==> src/rtl/seg_scan_driver.sv <==
// Time-multiplexed DIGITS-wide 7-segment driver: prescaled digit scanner,
// per-frame input snapshot, hex glyphs, leading-zero blanking and polarity control.
module seg_scan_driver #(
    parameter int unsigned DIGITS         = 4,
    parameter int unsigned CLK_DIV        = 50000,
    parameter bit          HEX_EN         = 1'b1,
    parameter bit          SEG_ACTIVE_LOW = 1'b0,
    parameter bit          AN_ACTIVE_LOW  = 1'b0
) (
    input  logic                  clk,
    input  logic                  rst_n,
    input  logic                  en,
    input  logic [4*DIGITS-1:0]   value,
    input  logic [DIGITS-1:0]     dp,
    input  logic                  blank_lz,
    output logic [6:0]            seg,
    output logic                  seg_dp,
    output logic [DIGITS-1:0]     an,
    output logic                  frame_tick
);

    localparam int unsigned        IDX_W    = (DIGITS > 1) ? $clog2(DIGITS) : 1;
    localparam int unsigned        PRE_W    = $clog2(CLK_DIV);
    localparam logic [PRE_W-1:0]   PRE_LAST = PRE_W'(CLK_DIV - 1);
    localparam logic [IDX_W-1:0]   IDX_LAST = IDX_W'(DIGITS - 1);

    logic [PRE_W-1:0]    r_presc;
    logic [IDX_W-1:0]    r_idx;
    logic [4*DIGITS-1:0] r_snap_val;
    logic [DIGITS-1:0]   r_snap_dp;
    logic                r_snap_blz;
    logic                r_load_pend;
    logic [6:0]          r_seg;
    logic                r_seg_dp;
    logic [DIGITS-1:0]   r_an;
    logic                r_frame_tick;

    logic                w_digit_wrap;
    logic                w_frame_wrap;
    logic                w_load;
    logic [3:0]          w_nib;
    logic                w_dp_sel;
    logic                w_upper_zero;
    logic                w_blank;
    logic [DIGITS-1:0]   w_onehot;

    function automatic logic [6:0] f_glyph(input logic [3:0] nib);
        logic [6:0] g;
        case (nib)
            4'h0:    g = 7'b0111111;
            4'h1:    g = 7'b0000110;
            4'h2:    g = 7'b1011011;
            4'h3:    g = 7'b1001111;
            4'h4:    g = 7'b1100110;
            4'h5:    g = 7'b1101101;
            4'h6:    g = 7'b1111101;
            4'h7:    g = 7'b0000111;
            4'h8:    g = 7'b1111111;
            4'h9:    g = 7'b1101111;
            4'hA:    g = HEX_EN ? 7'b1110111 : 7'b0000000;
            4'hB:    g = HEX_EN ? 7'b1111100 : 7'b0000000;
            4'hC:    g = HEX_EN ? 7'b0111001 : 7'b0000000;
            4'hD:    g = HEX_EN ? 7'b1011110 : 7'b0000000;
            4'hE:    g = HEX_EN ? 7'b1111001 : 7'b0000000;
            4'hF:    g = HEX_EN ? 7'b1110001 : 7'b0000000;
            default: g = 7'b0000000;
        endcase
        return g;
    endfunction

    assign w_digit_wrap = en && (r_presc == PRE_LAST);
    assign w_frame_wrap = w_digit_wrap && (r_idx == IDX_LAST);
    assign w_load       = en && (r_load_pend || w_frame_wrap);

    // Digit select, one-hot anode, and blanking; scans from the top digit so
    // w_upper_zero holds "this digit and all higher are zero" at each step.
    always_comb begin
        w_nib        = 4'h0;
        w_dp_sel     = 1'b0;
        w_upper_zero = 1'b1;
        w_blank      = 1'b0;
        w_onehot     = '0;
        for (int i = DIGITS - 1; i >= 0; i--) begin
            w_upper_zero = w_upper_zero & (r_snap_val[4*i +: 4] == 4'h0);
            if (IDX_W'(i) == r_idx) begin
                w_onehot[i] = 1'b1;
                w_nib       = r_snap_val[4*i +: 4];
                w_dp_sel    = r_snap_dp[i];
                w_blank     = r_snap_blz && (i != 0) && w_upper_zero;
            end else begin
                w_onehot[i] = 1'b0;
            end
        end
    end

    // Prescaler and digit index; both hold while scanning is disabled.
    always_ff @(posedge clk or negedge rst_n) begin
        if (!rst_n) begin
            r_presc <= '0;
            r_idx   <= '0;
        end else if (en) begin
            if (r_presc == PRE_LAST) begin
                r_presc <= '0;
                r_idx   <= (r_idx == IDX_LAST) ? '0 : r_idx + IDX_W'(1);
            end else begin
                r_presc <= r_presc + PRE_W'(1);
            end
        end else begin
            r_presc <= r_presc;
            r_idx   <= r_idx;
        end
    end

    // Frame snapshot: reloads at frame end, or on the first enabled cycle after a pause.
    always_ff @(posedge clk or negedge rst_n) begin
        if (!rst_n) begin
            r_snap_val  <= '0;
            r_snap_dp   <= '0;
            r_snap_blz  <= 1'b0;
            r_load_pend <= 1'b1;
        end else begin
            if (w_load) begin
                r_snap_val <= value;
                r_snap_dp  <= dp;
                r_snap_blz <= blank_lz;
            end else begin
                r_snap_val <= r_snap_val;
                r_snap_dp  <= r_snap_dp;
                r_snap_blz <= r_snap_blz;
            end
            r_load_pend <= ~en;
        end
    end

    // Registered active-high display outputs; blank whenever scanning is off.
    always_ff @(posedge clk or negedge rst_n) begin
        if (!rst_n) begin
            r_an         <= '0;
            r_seg        <= 7'b0000000;
            r_seg_dp     <= 1'b0;
            r_frame_tick <= 1'b0;
        end else if (en) begin
            r_an         <= w_onehot;
            r_seg        <= w_blank ? 7'b0000000 : f_glyph(w_nib);
            r_seg_dp     <= w_dp_sel;
            r_frame_tick <= w_frame_wrap;
        end else begin
            r_an         <= '0;
            r_seg        <= 7'b0000000;
            r_seg_dp     <= 1'b0;
            r_frame_tick <= 1'b0;
        end
    end

    assign seg        = r_seg ^ {7{SEG_ACTIVE_LOW}};
    assign seg_dp     = r_seg_dp ^ SEG_ACTIVE_LOW;
    assign an         = r_an ^ {DIGITS{AN_ACTIVE_LOW}};
    assign frame_tick = r_frame_tick;

endmodule

==> config.mk <==
export PLATFORM = sky130hd
export DESIGN_NAME = seg_scan_driver
export DESIGN_NICKNAME = d
export VERILOG_FILES = /design/src/rtl/seg_scan_driver.sv
export SDC_FILE = /design/constraint.sdc
export NUM_CORES = 1
export LEC_CHECK = 0
export ABC_AREA = 1
export CAP_MARGIN = 20
export CORE_AREA = 4 4 81 83
export CTS_CLUSTER_SIZE = 14
export DETAILED_ROUTE_END_ITERATION = 10
export DIE_AREA = 0 0 85 87
export PLACE_DENSITY = 0.71
export SYNTH_ARGS = -nofsm -noshare
export SYNTH_HDL_FRONTEND = slang
export SYNTH_SLANG_ARGS = --single-unit
==> constraint.sdc <==
create_clock -name clk -period 3 [get_ports clk]
set_clock_uncertainty 0.1 [all_clocks]
set_input_delay 0.3 -clock clk [delete_from_list [all_inputs] [get_ports clk]]
set_output_delay 0.3 -clock clk [all_outputs]
set_load 0.01 [all_outputs]
# Yosys cells after proc, flatten, opt, wreduce, memory -nomap -nowiden

Memory sizes are Yosys's and may differ from the RTL's.
Cells that the tools add are included.

Bits in registers: 53
Bits in read-only memories: 112
Memories kept: 1

Memory list:

| name            | depth | bits a word | read ports | clocked after Yosys merged registers in | write ports | line | RTL |
|---|---|---|---|---|---|---|---|
| (no name shown) | 16    | 7           | 1          | 0                                       | 0           | 49   | `case (nib)` |

Add/subtract/negate cells: 2
Eq/ne operators: 5
Muxes and demuxes: 23
Bitwise gates (word level): 3
Reductions and logical operators: 12

Operator list:

| operator                | number |
|---|---|
| $mux W4                 | 5 |
| $add A16 B1 Y16 const B | 1 |
| $eq A16 B16 Y1 const B  | 1 |
| $mux W16                | 1 |
| $mux W1                 | 14 |
| $mux W7                 | 2 |
| $logic_not A4 Y1        | 3 |
| $logic_and A1 B1 Y1     | 6 |
| $eq A2 B2 Y1 const A    | 2 |
| $add A2 B1 Y2 const B   | 1 |
| $and A1 B1 Y1           | 2 |
| $eq A1 B2 Y1 const A    | 1 |
| $eq A2 B2 Y1 const B    | 1 |
| $logic_not A2 Y1        | 1 |
| $mux W2                 | 1 |
| $reduce_and A2 Y1       | 1 |
| $logic_or A1 B1 Y1      | 1 |
| $not A1 Y1              | 1 |

# Logic depth before layout (Yosys ltp)

Word-level depth: 8
Mapped depth: 14
Mapped depth without buffers: 13

# Worst setup path before layout

No wires, ideal clock.

Path kind: register to register
Start point: reg r_idx[0]
End point: reg r_seg[3], in the netlist seg[3]
Library setup time: 0.071 ns
Arrival: 1.919 ns
Data required time: 2.829 ns
Setup slack: 0.910 ns
Cell stages (with the launch flop): 13
Buffers on the path: 1
Clock period less this slack: 2.090 ns
Path through: dfrtp_1 inv_1 ha_1 buf_2 inv_1 or2_2 nand2_1 inv_1 ha_1 nand3b_1 nand3_1 nand2_1 nor2_1

Longest elaborated chain between the ends: 8
Elaborated cells between the ends (all ways): 15
Those cells by class: eq/ne (3); mux (10); reduce/logical (1); memory (1)

Ends and longest elaborated chain:

| item                     | line | RTL |
|---|---|---|
| start: declaration       | 28   | `logic [IDX_W-1:0] r_idx;` |
| start signal: assignment | 104  | `r_idx <= (r_idx == IDX_LAST) ? '0 : r_idx + IDX_W'(1);` |
| start signal: assignment | 110  | `r_idx <= r_idx;` |
| $eq A2 B2 Y1             | 85   | `if (IDX_W'(i) == r_idx) begin` |
| $mux W4 (4 in series)    | 85   |  |
| $mem_v2 Z16 W7           | n/a  |  |
| $mux W7 *                | 144  | `r_seg <= w_blank ? 7'b0000000 : f_glyph(w_nib);` |
| $mux W7 *                | 142  | `end else if (en) begin` |
| end signal: assignment   | 144  |  |
| end: declaration         | 33   | `logic [6:0] r_seg;` |

Every way passes the cells marked *; elsewhere a longest branch is shown, timed or not.
A chain may end at the register's enable or synchronous reset.

# Final worst setup path

Ends and elaborated chain as after synthesis.

==> results_dict.tcl <==
set metrics [dict create \
    status "finished, violations left" \
    violations "negative hold slack" \
    maxCapViolations 0 \
    cp.required_ns 3.14 \
    crit_fanout 8 \
    r2r_cells 11 \
    cts_tree "done" \
    grt_pass1_wl_mm 10.7 \
    maxSlewHeadroom 0.404 \
    drive_gt1_frac 0.0631 \
    setup_viol 0 \
    synthFlopType "dfrtp_1" \
    dpl-instance-area_sq_um 3230 \
    avgSynthCellArea_sq_um 7.88 \
    drv_slew 0 \
    r2r_slack_ns 0.65 \
    post_cts_buffers 0 \
    path_common_cell "inv_1" \
    grt_pass1_vias 2261 \
    hold_ws_ns -0.00624 \
    dieHeight_microns 87 \
    firstDrtPassIters 4 \
    synth_fp_nets 392 \
    slowest_stage "dfrtp_1" \
    die_w_microns 85 \
    fin_area_sq_um 3330 \
    place_ws_ns 0.652 \
    hold_path.class "input pin to asynchronous set/reset pin" \
    final_common_cell "nand2_1" \
    tightest_slew_ns 0.894 \
    start_util 0.481 \
    ios 37 \
    post_drt_via_cell_ratio 5.19 \
    place_congestion 0.877 \
    ys_seq_area_frac 0.472 \
    leakage_uw 0.00169 \
    grt.total_usage 0.179 \
    synth_warnings 0 \
    wl_mm 6.15 \
    drt_iter0_markers 112 \
    yosysTopAreaCellShare 0.463 \
    cts.sinks 53 \
    overflow 0 \
    io_buffers 36 \
    cts_resized 0 \
    worst-path-buf-inv 3 \
    ys_ff_latch 53 \
    dieArea_sq_um 7400 \
    p_per_area_nw_per_um2 560 \
    clock.fmax_mhz 425 \
    crit_chain "inv_1 -> ha_1 -> inv_1 -> or2_2 -> nand2_1 -> inv_1 -> ha_1 -> nand3b_1 -> nand3_1 -> nand2_1 -> nor2_1" \
    synth_edf_count 0 \
    yosys.area.top_type "dfrtp_1" \
    yosysUniqueCellTypes 29 \
    max_stage_delay_ns 0.41 \
    crit_arrival_ns 2.50 \
    drc 0 \
    ant_nets 0 \
    nNetsFinal 430 \
    synth.area.top_cells "dfrtp_1 (46%), nand2_1 (13%), nand3_1 (8.5%), inv_1 (5.2%), ha_1 (4.9%)" \
    antenna_cells 0 \
    async_reset_ff_frac 1.00 \
    cp-end-kind "register" \
    startpoint_type "register" \
    antenna_found_initial 0 \
    worst-path-stages 11 \
    area_delta_synth_final_pct 18.3 \
    rsz0062_at_grt "false" \
    netlist_area_sq_um 2810 \
    fp.coreArea_sq_um 5850 \
    rows 28 \
    clkLatencyLatePin_ns 0.31 \
    fill_cells 564 \
    synth_cells 357 \
    r2r_end "seg[3]" \
    vias 2444 \
    hold_buffers 0 \
    clock_path_buffers 2 \
    setup_tns_ns 0 \
    cts_htree_levels 2 \
    hold_violations 5 \
    dpl.hpwl_mm 4.65 \
    path_clk_slew_ns 0.10 \
    critPathKind "register to register" \
    ir_drop_mv 0.270 \
    setup_slack_ns 0.645 \
    root_buffer "clkbuf_8" \
    post-route-period-util 0.785 \
    cp_top_family "simple AND/OR/NAND/NOR gates" \
    cts-buffers-inserted 5 \
    min_period_ns 2.35 \
    r2r_start "r_idx[0]" \
    grt_max_degree 41 \
    final_cell_mix "nand2_1 (101), dfrtp_1 (52), nand3_1 (48)" \
    wl_per_cell_microns 13.1 \
]
[layer usage]
layer  wire length, microns  global-route usage  vias up
met5                      0                   0        -
met4                     73              0.0518        0
met3                    361              0.0284        7
met2                   2770               0.272       76
met1                   2940               0.265     1128
li1                       -                   -     1233
[state kept, by name, summed over array words and instances (netlist names)]
signal and count:
an 4, frame_tick 1, r_idx 2, r_load_pend 1, r_presc 16, r_snap_blz 1, r_snap_dp 4, r_snap_val 16
seg 7, seg_dp 1
[Yosys cell counts, types with 3 or more instances]
| cell | number |
|---|---|
| nand4_1 | 9 |
| ha_1 | 11 |
| buf_2 | 4 |
| a21oi_1 | 18 |
| nor2_1 | 25 |
| nand3_1 | 48 |
| nand2_1 | 101 |
| nor3_1 | 10 |
| or2_2 | 3 |
| dfrtp_1 | 52 |
| inv_1 | 39 |
| o21ai_0 | 16 |
[cell families (layout without fill, tap and decap cells)]
group,after synthesis,after routing,synth area share
AND/OR/NAND/NOR,204,204,0.327
flip-flops,53,53,0.472
buffers and inverters,51,90,0.0792
AO/OA/AOI/OAI,35,35,0.0636
adder cells (fa/ha/maj),11,11,0.0489
XOR/XNOR,3,3,0.00934
[where the power goes]
part           internal [uW]  switching (uW)  total [uW]
registers                836             130         966
clock network            209             231         440
logic                    191             266         457
[final cells by class]
cell class              count  area, sq um  share of cell area
flip-flops and latches     53         1330               0.399
clock buffers               7         96.3              0.0289
inverters                  42          158              0.0474
clock inverters             1         5.00             0.00150
repair buffers             40          385               0.116
well taps                  75         93.8              0.0282
multi-input cells         253         1260               0.379
[through the flow]
stage	utilization	total power, uW	hold slack (ns)	instances
5_1_grt	0.569	1990	0.0832	471
2_1_floorplan	-	1260	-0.0956	357
3_3_place_gp	0.552	1420	0.379	463
3_5_place_dp	0.552	1430	0.386	463
4_1_cts	0.569	1880	0.0477	471
6_report	0.569	1860	-0.00624	471
[how the worst max path moves through the flow]
| stage | from | to | slack, ns |
|---|---|---|---|
| floorplan | r_idx[0] | seg[3] | 0.91 |
| detailed placement | en | r_presc[7] | 0.65 |
| finish | r_idx[0] | seg[3] | 0.65 |
| CTS | r_idx[0] | seg[3] | 0.64 |
| global route | r_idx[0] | seg[3] | 0.35 |
| global placement | en | r_presc[12] | 0.66 |
(Power assumes the default switching activity.)
